[src/rtl/multi_hand_datapath_pkg.sv]
// -----------------------------------------------------------------------------
// hand_pkg
// Shared types and helpers for the card-hand datapath.
//   card_t      : 4-bit card rank, 1=A .. 13=K, 0 = empty slot
//   state_t     : datapath control states (READY accepts deals, CLEAR wipes)
//   CARD_MIN/MAX: legal rank range
//   card_value(): baccarat-style point value of a rank (0..9)
// -----------------------------------------------------------------------------
package hand_pkg;

  typedef logic [3:0] card_t;

  typedef enum logic {
    READY = 1'b0,
    CLEAR = 1'b1
  } state_t;

  localparam card_t CARD_MIN = 4'd1;
  localparam card_t CARD_MAX = 4'd13;

  // Ranks 1..9 score face value; 10 and the court cards score nothing.
  function automatic card_t card_value(input card_t c);
    if (c >= CARD_MIN && c <= 4'd9) begin
      return c;
    end
    return 4'd0;
  endfunction

endpackage

[src/rtl/multi_hand_datapath_if.sv]
// -----------------------------------------------------------------------------
// multi_hand_datapath_if
// Deal port and hand-state bus between the card source / game controller
// (master) and the hand datapath (slave).
//   new_hand, deal_valid, deal_hand, card_in : master -> datapath
//   deal_ready, deal_error                    : datapath -> master
//   card_out, score_out, hand_count, hand_full: datapath -> master
// -----------------------------------------------------------------------------
interface multi_hand_datapath_if
  import hand_pkg::*;
#(
  parameter int NUM_HANDS      = 2,
  parameter int CARDS_PER_HAND = 3
);

  localparam int HW = (NUM_HANDS > 1) ? $clog2(NUM_HANDS) : 1;
  localparam int CW = $clog2(CARDS_PER_HAND + 1);

  logic                                  new_hand;
  logic                                  deal_valid;
  logic [HW-1:0]                         deal_hand;
  card_t                                 card_in;
  logic                                  deal_ready;
  logic                                  deal_error;
  logic [NUM_HANDS*CARDS_PER_HAND*4-1:0] card_out;
  logic [NUM_HANDS*4-1:0]                score_out;
  logic [NUM_HANDS*CW-1:0]               hand_count;
  logic [NUM_HANDS-1:0]                  hand_full;

  modport master (
    output new_hand, deal_valid, deal_hand, card_in,
    input  deal_ready, deal_error, card_out, score_out, hand_count, hand_full
  );

  modport slave (
    input  new_hand, deal_valid, deal_hand, card_in,
    output deal_ready, deal_error, card_out, score_out, hand_count, hand_full
  );

endinterface

[src/rtl/multi_hand_datapath_card_slot.sv]
// -----------------------------------------------------------------------------
// card_slot_reg
// One 4-bit card slot: load-enable register with synchronous clear.
//   clk_i  : clock (rising edge)
//   rst_ni : synchronous active-low reset
//   clr_i  : synchronous clear (wins over load)
//   ld_i   : load d_i
//   d_i    : card to store
//   q_o    : stored card, 0 = empty
// -----------------------------------------------------------------------------
module card_slot_reg
  import hand_pkg::*;
(
  input  logic  clk_i,
  input  logic  rst_ni,
  input  logic  clr_i,
  input  logic  ld_i,
  input  card_t d_i,
  output card_t q_o
);

  card_t slot_q;

  always_ff @(posedge clk_i) begin
    if (!rst_ni) begin
      slot_q <= '0;
    end else if (clr_i) begin
      slot_q <= '0;
    end else if (ld_i) begin
      slot_q <= d_i;
    end
  end

  assign q_o = slot_q;

endmodule

[src/rtl/multi_hand_datapath.sv]
// -----------------------------------------------------------------------------
// multi_hand_datapath
// Holds NUM_HANDS hands of up to CARDS_PER_HAND cards, accepts cards over a
// valid/ready deal port and keeps a registered mod-10 score per hand.
//   slow_clock : sole clock, rising edge
//   resetb     : synchronous active-low reset
//   dp         : multi_hand_datapath_if.slave (deal port + hand state outputs)
// Optional build macro SHOE_TRACK_EN: per-rank dealt counters that reject a
// rank once 4*DECKS of it have been dealt since reset.
// -----------------------------------------------------------------------------
module multi_hand_datapath
  import hand_pkg::*;
#(
  parameter int NUM_HANDS      = 2,
  parameter int CARDS_PER_HAND = 3,
  parameter int DECKS          = 1
) (
  input logic                   slow_clock,
  input logic                   resetb,
  multi_hand_datapath_if.slave  dp
);

  localparam int HW = (NUM_HANDS > 1) ? $clog2(NUM_HANDS) : 1;
  localparam int CW = $clog2(CARDS_PER_HAND + 1);

  // Score accumulate on a 5-bit intermediate, folding back once past 9.
  function automatic logic [3:0] add_mod10(input logic [3:0] a, input logic [3:0] b);
    logic [4:0] sum;
    sum = {1'b0, a} + {1'b0, b};
    if (sum >= 5'd10) begin
      sum = sum - 5'd10;
    end
    return sum[3:0];
  endfunction

  state_t        state_q;
  logic [HW-1:0] clr_idx_q;
  logic          ready_q;
  logic          err_q;

  logic [CW-1:0] cnt_q   [NUM_HANDS];
  logic [CW-1:0] cnt_d   [NUM_HANDS];
  logic [3:0]    score_q [NUM_HANDS];
  logic [3:0]    score_d [NUM_HANDS];

  logic                 offer;
  logic                 hand_ok;
  logic                 rank_ok;
  logic                 room_ok;
  logic                 shoe_ok;
  logic                 accept;
  logic                 reject;
  logic [CW-1:0]        tgt_cnt;
  logic [NUM_HANDS-1:0] clr_hit;
  logic [NUM_HANDS-1:0] ld_hit;

  // Deal validation
  always_comb begin
    offer   = (state_q == READY) && dp.deal_valid && !dp.new_hand;
    hand_ok = ({1'b0, dp.deal_hand} < (HW + 1)'(NUM_HANDS));
    rank_ok = (dp.card_in >= CARD_MIN) && (dp.card_in <= CARD_MAX);
    tgt_cnt = '0;
    for (int h = 0; h < NUM_HANDS; h++) begin
      if (dp.deal_hand == HW'(h)) begin
        tgt_cnt = cnt_q[h];
      end
    end
    room_ok = hand_ok && (tgt_cnt != CW'(CARDS_PER_HAND));
    accept  = offer && hand_ok && rank_ok && room_ok && shoe_ok;
    reject  = offer && !(hand_ok && rank_ok && room_ok && shoe_ok);
  end

`ifdef SHOE_TRACK_EN
  localparam int SW = $clog2(4 * DECKS + 1);

  logic [SW-1:0] shoe_q [13];

  // Rank exhausted once every copy in the shoe has been dealt.
  always_comb begin
    shoe_ok = 1'b1;
    for (int r = 0; r < 13; r++) begin
      if (dp.card_in == 4'(r + 1) && shoe_q[r] == SW'(4 * DECKS)) begin
        shoe_ok = 1'b0;
      end
    end
  end

  // Only resetb empties the shoe record; new_hand leaves it intact.
  always_ff @(posedge slow_clock) begin
    if (!resetb) begin
      for (int r = 0; r < 13; r++) begin
        shoe_q[r] <= '0;
      end
    end else if (accept) begin
      for (int r = 0; r < 13; r++) begin
        if (dp.card_in == 4'(r + 1)) begin
          shoe_q[r] <= shoe_q[r] + SW'(1);
        end
      end
    end
  end
`else
  logic unused_decks;
  assign unused_decks = (DECKS > 0);
  assign shoe_ok      = 1'b1;
`endif

  // Control FSM: READY <-> CLEAR, registered ready/error outputs
  always_ff @(posedge slow_clock) begin
    if (!resetb) begin
      state_q   <= READY;
      clr_idx_q <= '0;
      ready_q   <= 1'b1;
      err_q     <= 1'b0;
    end else begin
      err_q <= reject;
      case (state_q)
        READY: begin
          if (dp.new_hand) begin
            state_q   <= CLEAR;
            clr_idx_q <= '0;
            ready_q   <= 1'b0;
          end
        end
        CLEAR: begin
          if (clr_idx_q == HW'(NUM_HANDS - 1)) begin
            state_q   <= READY;
            clr_idx_q <= '0;
            ready_q   <= 1'b1;
          end else begin
            clr_idx_q <= clr_idx_q + HW'(1);
          end
        end
        default: begin
          state_q <= READY;
          ready_q <= 1'b1;
        end
      endcase
    end
  end

  // Per-hand count/score next state
  always_comb begin
    clr_hit = '0;
    ld_hit  = '0;
    for (int h = 0; h < NUM_HANDS; h++) begin
      cnt_d[h]   = cnt_q[h];
      score_d[h] = score_q[h];
      if (state_q == CLEAR && clr_idx_q == HW'(h)) begin
        clr_hit[h] = 1'b1;
        cnt_d[h]   = '0;
        score_d[h] = '0;
      end else if (accept && dp.deal_hand == HW'(h)) begin
        ld_hit[h]  = 1'b1;
        cnt_d[h]   = cnt_q[h] + CW'(1);
        score_d[h] = add_mod10(score_q[h], card_value(dp.card_in));
      end
    end
  end

  always_ff @(posedge slow_clock) begin
    if (!resetb) begin
      for (int h = 0; h < NUM_HANDS; h++) begin
        cnt_q[h]   <= '0;
        score_q[h] <= '0;
      end
    end else begin
      for (int h = 0; h < NUM_HANDS; h++) begin
        cnt_q[h]   <= cnt_d[h];
        score_q[h] <= score_d[h];
      end
    end
  end

  // Slot storage: an accepted card lands in the slot indexed by the current count
  for (genvar h = 0; h < NUM_HANDS; h++) begin : g_hand
    for (genvar s = 0; s < CARDS_PER_HAND; s++) begin : g_slot
      card_t slot_card;

      card_slot_reg u_slot (
        .clk_i  (slow_clock),
        .rst_ni (resetb),
        .clr_i  (clr_hit[h]),
        .ld_i   (ld_hit[h] && (cnt_q[h] == CW'(s))),
        .d_i    (dp.card_in),
        .q_o    (slot_card)
      );

      assign dp.card_out[(h*CARDS_PER_HAND+s)*4 +: 4] = slot_card;
    end

    assign dp.score_out[h*4 +: 4]   = score_q[h];
    assign dp.hand_count[h*CW +: CW] = cnt_q[h];
    assign dp.hand_full[h]           = (cnt_q[h] == CW'(CARDS_PER_HAND));
  end

  assign dp.deal_ready = ready_q;
  assign dp.deal_error = err_q;

endmodule

[src/flat_wrapper.sv]
// flat-port wrapper written by rule: the top's interface ports become plain ports
module multi_hand_datapath_flat import hand_pkg::*;
#(
  parameter int NUM_HANDS      = 2,
  parameter int CARDS_PER_HAND = 3,
  parameter int DECKS          = 1
)
  (slow_clock, resetb, dp_new_hand, dp_deal_valid, dp_deal_hand, dp_card_in, dp_deal_ready, dp_deal_error, dp_card_out, dp_score_out, dp_hand_count, dp_hand_full);
  multi_hand_datapath_if #(.NUM_HANDS(NUM_HANDS), .CARDS_PER_HAND(CARDS_PER_HAND)) dp_i ();
  input logic slow_clock;
  input logic resetb;
  input wire logic [$bits(dp_i.new_hand)-1:0] dp_new_hand;
  input wire logic [$bits(dp_i.deal_valid)-1:0] dp_deal_valid;
  input wire logic [$bits(dp_i.deal_hand)-1:0] dp_deal_hand;
  input wire logic [$bits(dp_i.card_in)-1:0] dp_card_in;
  output wire logic [$bits(dp_i.deal_ready)-1:0] dp_deal_ready;
  output wire logic [$bits(dp_i.deal_error)-1:0] dp_deal_error;
  output wire logic [$bits(dp_i.card_out)-1:0] dp_card_out;
  output wire logic [$bits(dp_i.score_out)-1:0] dp_score_out;
  output wire logic [$bits(dp_i.hand_count)-1:0] dp_hand_count;
  output wire logic [$bits(dp_i.hand_full)-1:0] dp_hand_full;
  assign dp_i.new_hand = dp_new_hand;
  assign dp_i.deal_valid = dp_deal_valid;
  assign dp_i.deal_hand = dp_deal_hand;
  assign dp_i.card_in = dp_card_in;
  assign dp_deal_ready = dp_i.deal_ready;
  assign dp_deal_error = dp_i.deal_error;
  assign dp_card_out = dp_i.card_out;
  assign dp_score_out = dp_i.score_out;
  assign dp_hand_count = dp_i.hand_count;
  assign dp_hand_full = dp_i.hand_full;
  multi_hand_datapath #(.NUM_HANDS(NUM_HANDS), .CARDS_PER_HAND(CARDS_PER_HAND), .DECKS(DECKS)) u_core (.slow_clock(slow_clock), .resetb(resetb), .dp(dp_i));
endmodule
[config.mk]
export PLATFORM = sky130hd
export DESIGN_NAME = multi_hand_datapath_flat
export DESIGN_NICKNAME = d
export VERILOG_FILES = /design/src/rtl/multi_hand_datapath_pkg.sv /design/src/rtl/multi_hand_datapath_if.sv /design/src/rtl/multi_hand_datapath_card_slot.sv /design/src/rtl/multi_hand_datapath.sv /design/src/flat_wrapper.sv
export SDC_FILE = /design/constraint.sdc
export NUM_CORES = 1
export LEC_CHECK = 0
export BUFFER_PORTS_ARGS = -buffer_cell sky130_fd_sc_hd__clkbuf_2
export CAP_MARGIN = 25
export CORE_AREA = 2 2 77 79
export CTS_CLUSTER_DIAMETER = 150
export CTS_CLUSTER_SIZE = 24
export DETAILED_ROUTE_END_ITERATION = 8
export DIE_AREA = 0 0 79 81
export PLACE_DENSITY_LB_ADDON = 0.3
export SETUP_SLACK_MARGIN = 0.15
export SLEW_MARGIN = 5
export SYNTH_ARGS = -nofsm -noshare
export SYNTH_HDL_FRONTEND = slang
export SYNTH_SLANG_ARGS = --single-unit
[constraint.sdc]
create_clock -name slow_clock -period 7.53 [get_ports slow_clock]
set_input_delay 0.3765 -clock slow_clock [delete_from_list [all_inputs] [get_ports slow_clock]]
set_output_delay 0.3765 -clock slow_clock [all_outputs]
set_load 0.05 [all_outputs]
==> flow_summary.ini <==
[timing]
skew_ns = 0.008769
tns_ns = 0
period_share = 0.3606
slew_viol_final = 0
fmax_ghz = 0.3683
worst_slack_ns = 4.815
setup_viol_count_final = 0
post-route-min-period_ns = 2.715
rsz0062_at_grt = false
relSlewSlack = 0.4857
worst_slew_pin_slew_ns = 0.7715
finalHoldViolCount = 0
hold_slack_ns = 0.3546

[power]
vdd_drop_max_v = 0.0001167
p_total_w = 0.0004689
power_density_mw_per_mm2 = 179.8
leakagePower_nw = 1.052

[yosys]
synth_edf_count = 0
ys_async_sr_fraction = 0
yosysTopAreaCell = dfxtp_1
synth-seq-cells = 40
netlist_top_cells_area = dfxtp_1 36%, ha_1 10%, nand2_1 7.6%
synthCells = 263
syn_area_per_cell_um2 = 8.421
yosysTopAreaCellShare = 0.3616
ys_types = 49
synth_flop_cell = dfxtp_1
netlist_area_mm2 = 0.002215
yosysWarningCount = 0
synth_fp_nets = 290
synth-seq-area-share = 0.3616

[global_route]
overflow = 0
grt_use_total = 0.1706
grt_max_degree = 24
grt_pass1_vias = 1834
grt_pass1_wl_um = 8583
antenna_found_initial = 0

[clock_network]
htree_levels = 2
clk_pin_slew_ns = 0.08
numCtsBuffers = 5
cts_max_path_buffers = 2
clock-sinks = 40
clk_latency_ns = 0.30
cts_tree = done
cts_root_buf = clkbuf_8
cts_setup_buffers = 0
hold_buffers = 0
cts.repair.resized = 0

[route]
vias_per_cell = 5.065
routed_wl_um = 5113
drt-pass1-iter-count = 4
drcViolationCount = 0
drtIter0Drc = 48
wl_per_cell_um = 13.35
ant_nets = 0
vias = 1940

[floorplanning]
die_w_um = 79
die_h_um = 81
core_mm2 = 0.005675
dieArea_mm2 = 0.006399
fp-row-count = 28
ios = 49
start_util = 0.3902

[worst_setup_path]
worstSetupStartpoint = dp_card_in[1]
reg2reg_from = u_core.score_q[0][1]$_SDFFE_PP0P_
critPathLaunchType = input pin
worstPathMaxFanout = 14
crit_path_end_kind = register
cp.required_ns = 7.75
critPathArrivalTime_ns = 2.94
crit_type = input pin to register

[cells_and_area]
layout_common_cells = 48 x clkbuf_2, 45 x nand2_1, 40 x dfxtp_1
layout-drive-gt1-share = 0.2240
n_fill_cell = 610
fin_util = 0.4594
final_nets = 334
layout_commonest_cell = clkbuf_2
antenna_cells = 0
syn2layout_area_growth_pct = 17.74

[status]
status = complete, no violations

[place]
io_buffers = 48
routabilityCongestion = 0.8010
dp_worst_setup_slack_ns = 4.510
dp_hpwl_um = 3777

[min_path]
hp-class = input pin to register
min_from = dp_new_hand

[run]
maxCapViolCount = 0
-- per-stage QoR --
stage,area [um^2],std cells
final,2608,383
after floorplan,2215,263
after global routing,2608,383
after detailed placement,2492,375
after CTS,2608,383
after global placement,2492,375
-- synth_stat cells (all sizes together) (2+ instances only) --
master,instances
nand2,45
dfxtp,40
a21oi,33
nand3,32
ha,18
inv,11
nor2,11
xnor2,8
buf,7
o21ai,7
and2,5
clkbuf,4
a211oi,3
a21boi,3
and3,3
nor3b,3
a31oi,2
and3b,2
mux2,2
mux2i,2
nand2b,2
o31ai,2
or3,2
-- cells by family (layout without fill, tap and decap cells) --
group,count (synthesis),in the layout,share of synthesized area
simple gates,112,112,0.2503
compound gates,58,58,0.1808
flops,40,40,0.3616
buf+inv,22,67,0.04407
fa+ha+maj,18,18,0.1017
xor+xnor,9,9,0.03899
mux,4,4,0.02260
-- final timing paths --
| kind | end | slack [ns] | cells after the start |
|---|---|---|---|
| max | u_core.score_q[0][2]$_SDFFE_PP0P_ | 4.81 | 12 |
| min | u_core.state_q$_SDFF_PN0_ | 0.35 | 3 |
| max reg2reg | u_core.score_q[0][2]$_SDFFE_PP0P_ | 5.10 | 9 |
| min reg2reg | u_core.g_hand[0].g_slot[0].u_slot.q_o[1]$_SDFFE_PP0P_ | 0.46 | 2 |
-- metal layers --
layer | GRT usage | share of wire | vias to the layer above
met5 | 0 | 0 | -
met4 | 0.06207 | 0.0057 | 0
met3 | 0.03667 | 0.040 | 2
met2 | 0.2839 | 0.47 | 41
met1 | 0.2188 | 0.49 | 886
li1 | - | - | 1011
-- flip-flops by register name, summed over array words and instances, names as in the netlist --
signal                           flops
u_core.score_q                       8
u_core.state_q                       1
u_core.dp.deal_error                 1
u_core.dp.deal_ready                 1
u_core.clr_idx_q                     1
u_core.g_hand.g_slot.u_slot.q_o     24
u_core.cnt_q                         4
-- area by class of cell --
cell class / instances / area (um^2) / share of cell area
Tap cell: 75 / 93.84 / 0.03599
Sequential cell: 40 / 800.8 / 0.3071
Timing Repair Buffer: 48 / 240.2 / 0.09213
Inverter: 11 / 41.29 / 0.01583
Clock buffer: 5 / 68.82 / 0.02639
Multi-Input combinational cell: 201 / 1316 / 0.5048
Clock inverter: 3 / 46.29 / 0.01775
-- where the power goes --
group / leakage, nW / switching [W] / internal [W]
Sequential: 0.324 / 0.00000385 / 0.000215
Combinational: 0.673 / 0.0000454 / 0.0000214
Clock: 0.0548 / 0.0000830 / 0.0000999
-- critical path: stages --
cell and delay, ns:
clkbuf_2 0.31, o21ai_0 0.14, and2_1 0.19, ha_1 0.21, ha_1 0.21, and2_1 0.14
a211oi_1 0.33, inv_1 0.08, ha_1 0.26, a21boi_4 0.17, mux2_4 0.31, a211oi_2 0.20
Note: power is estimated with default switching activity, not from simulation.
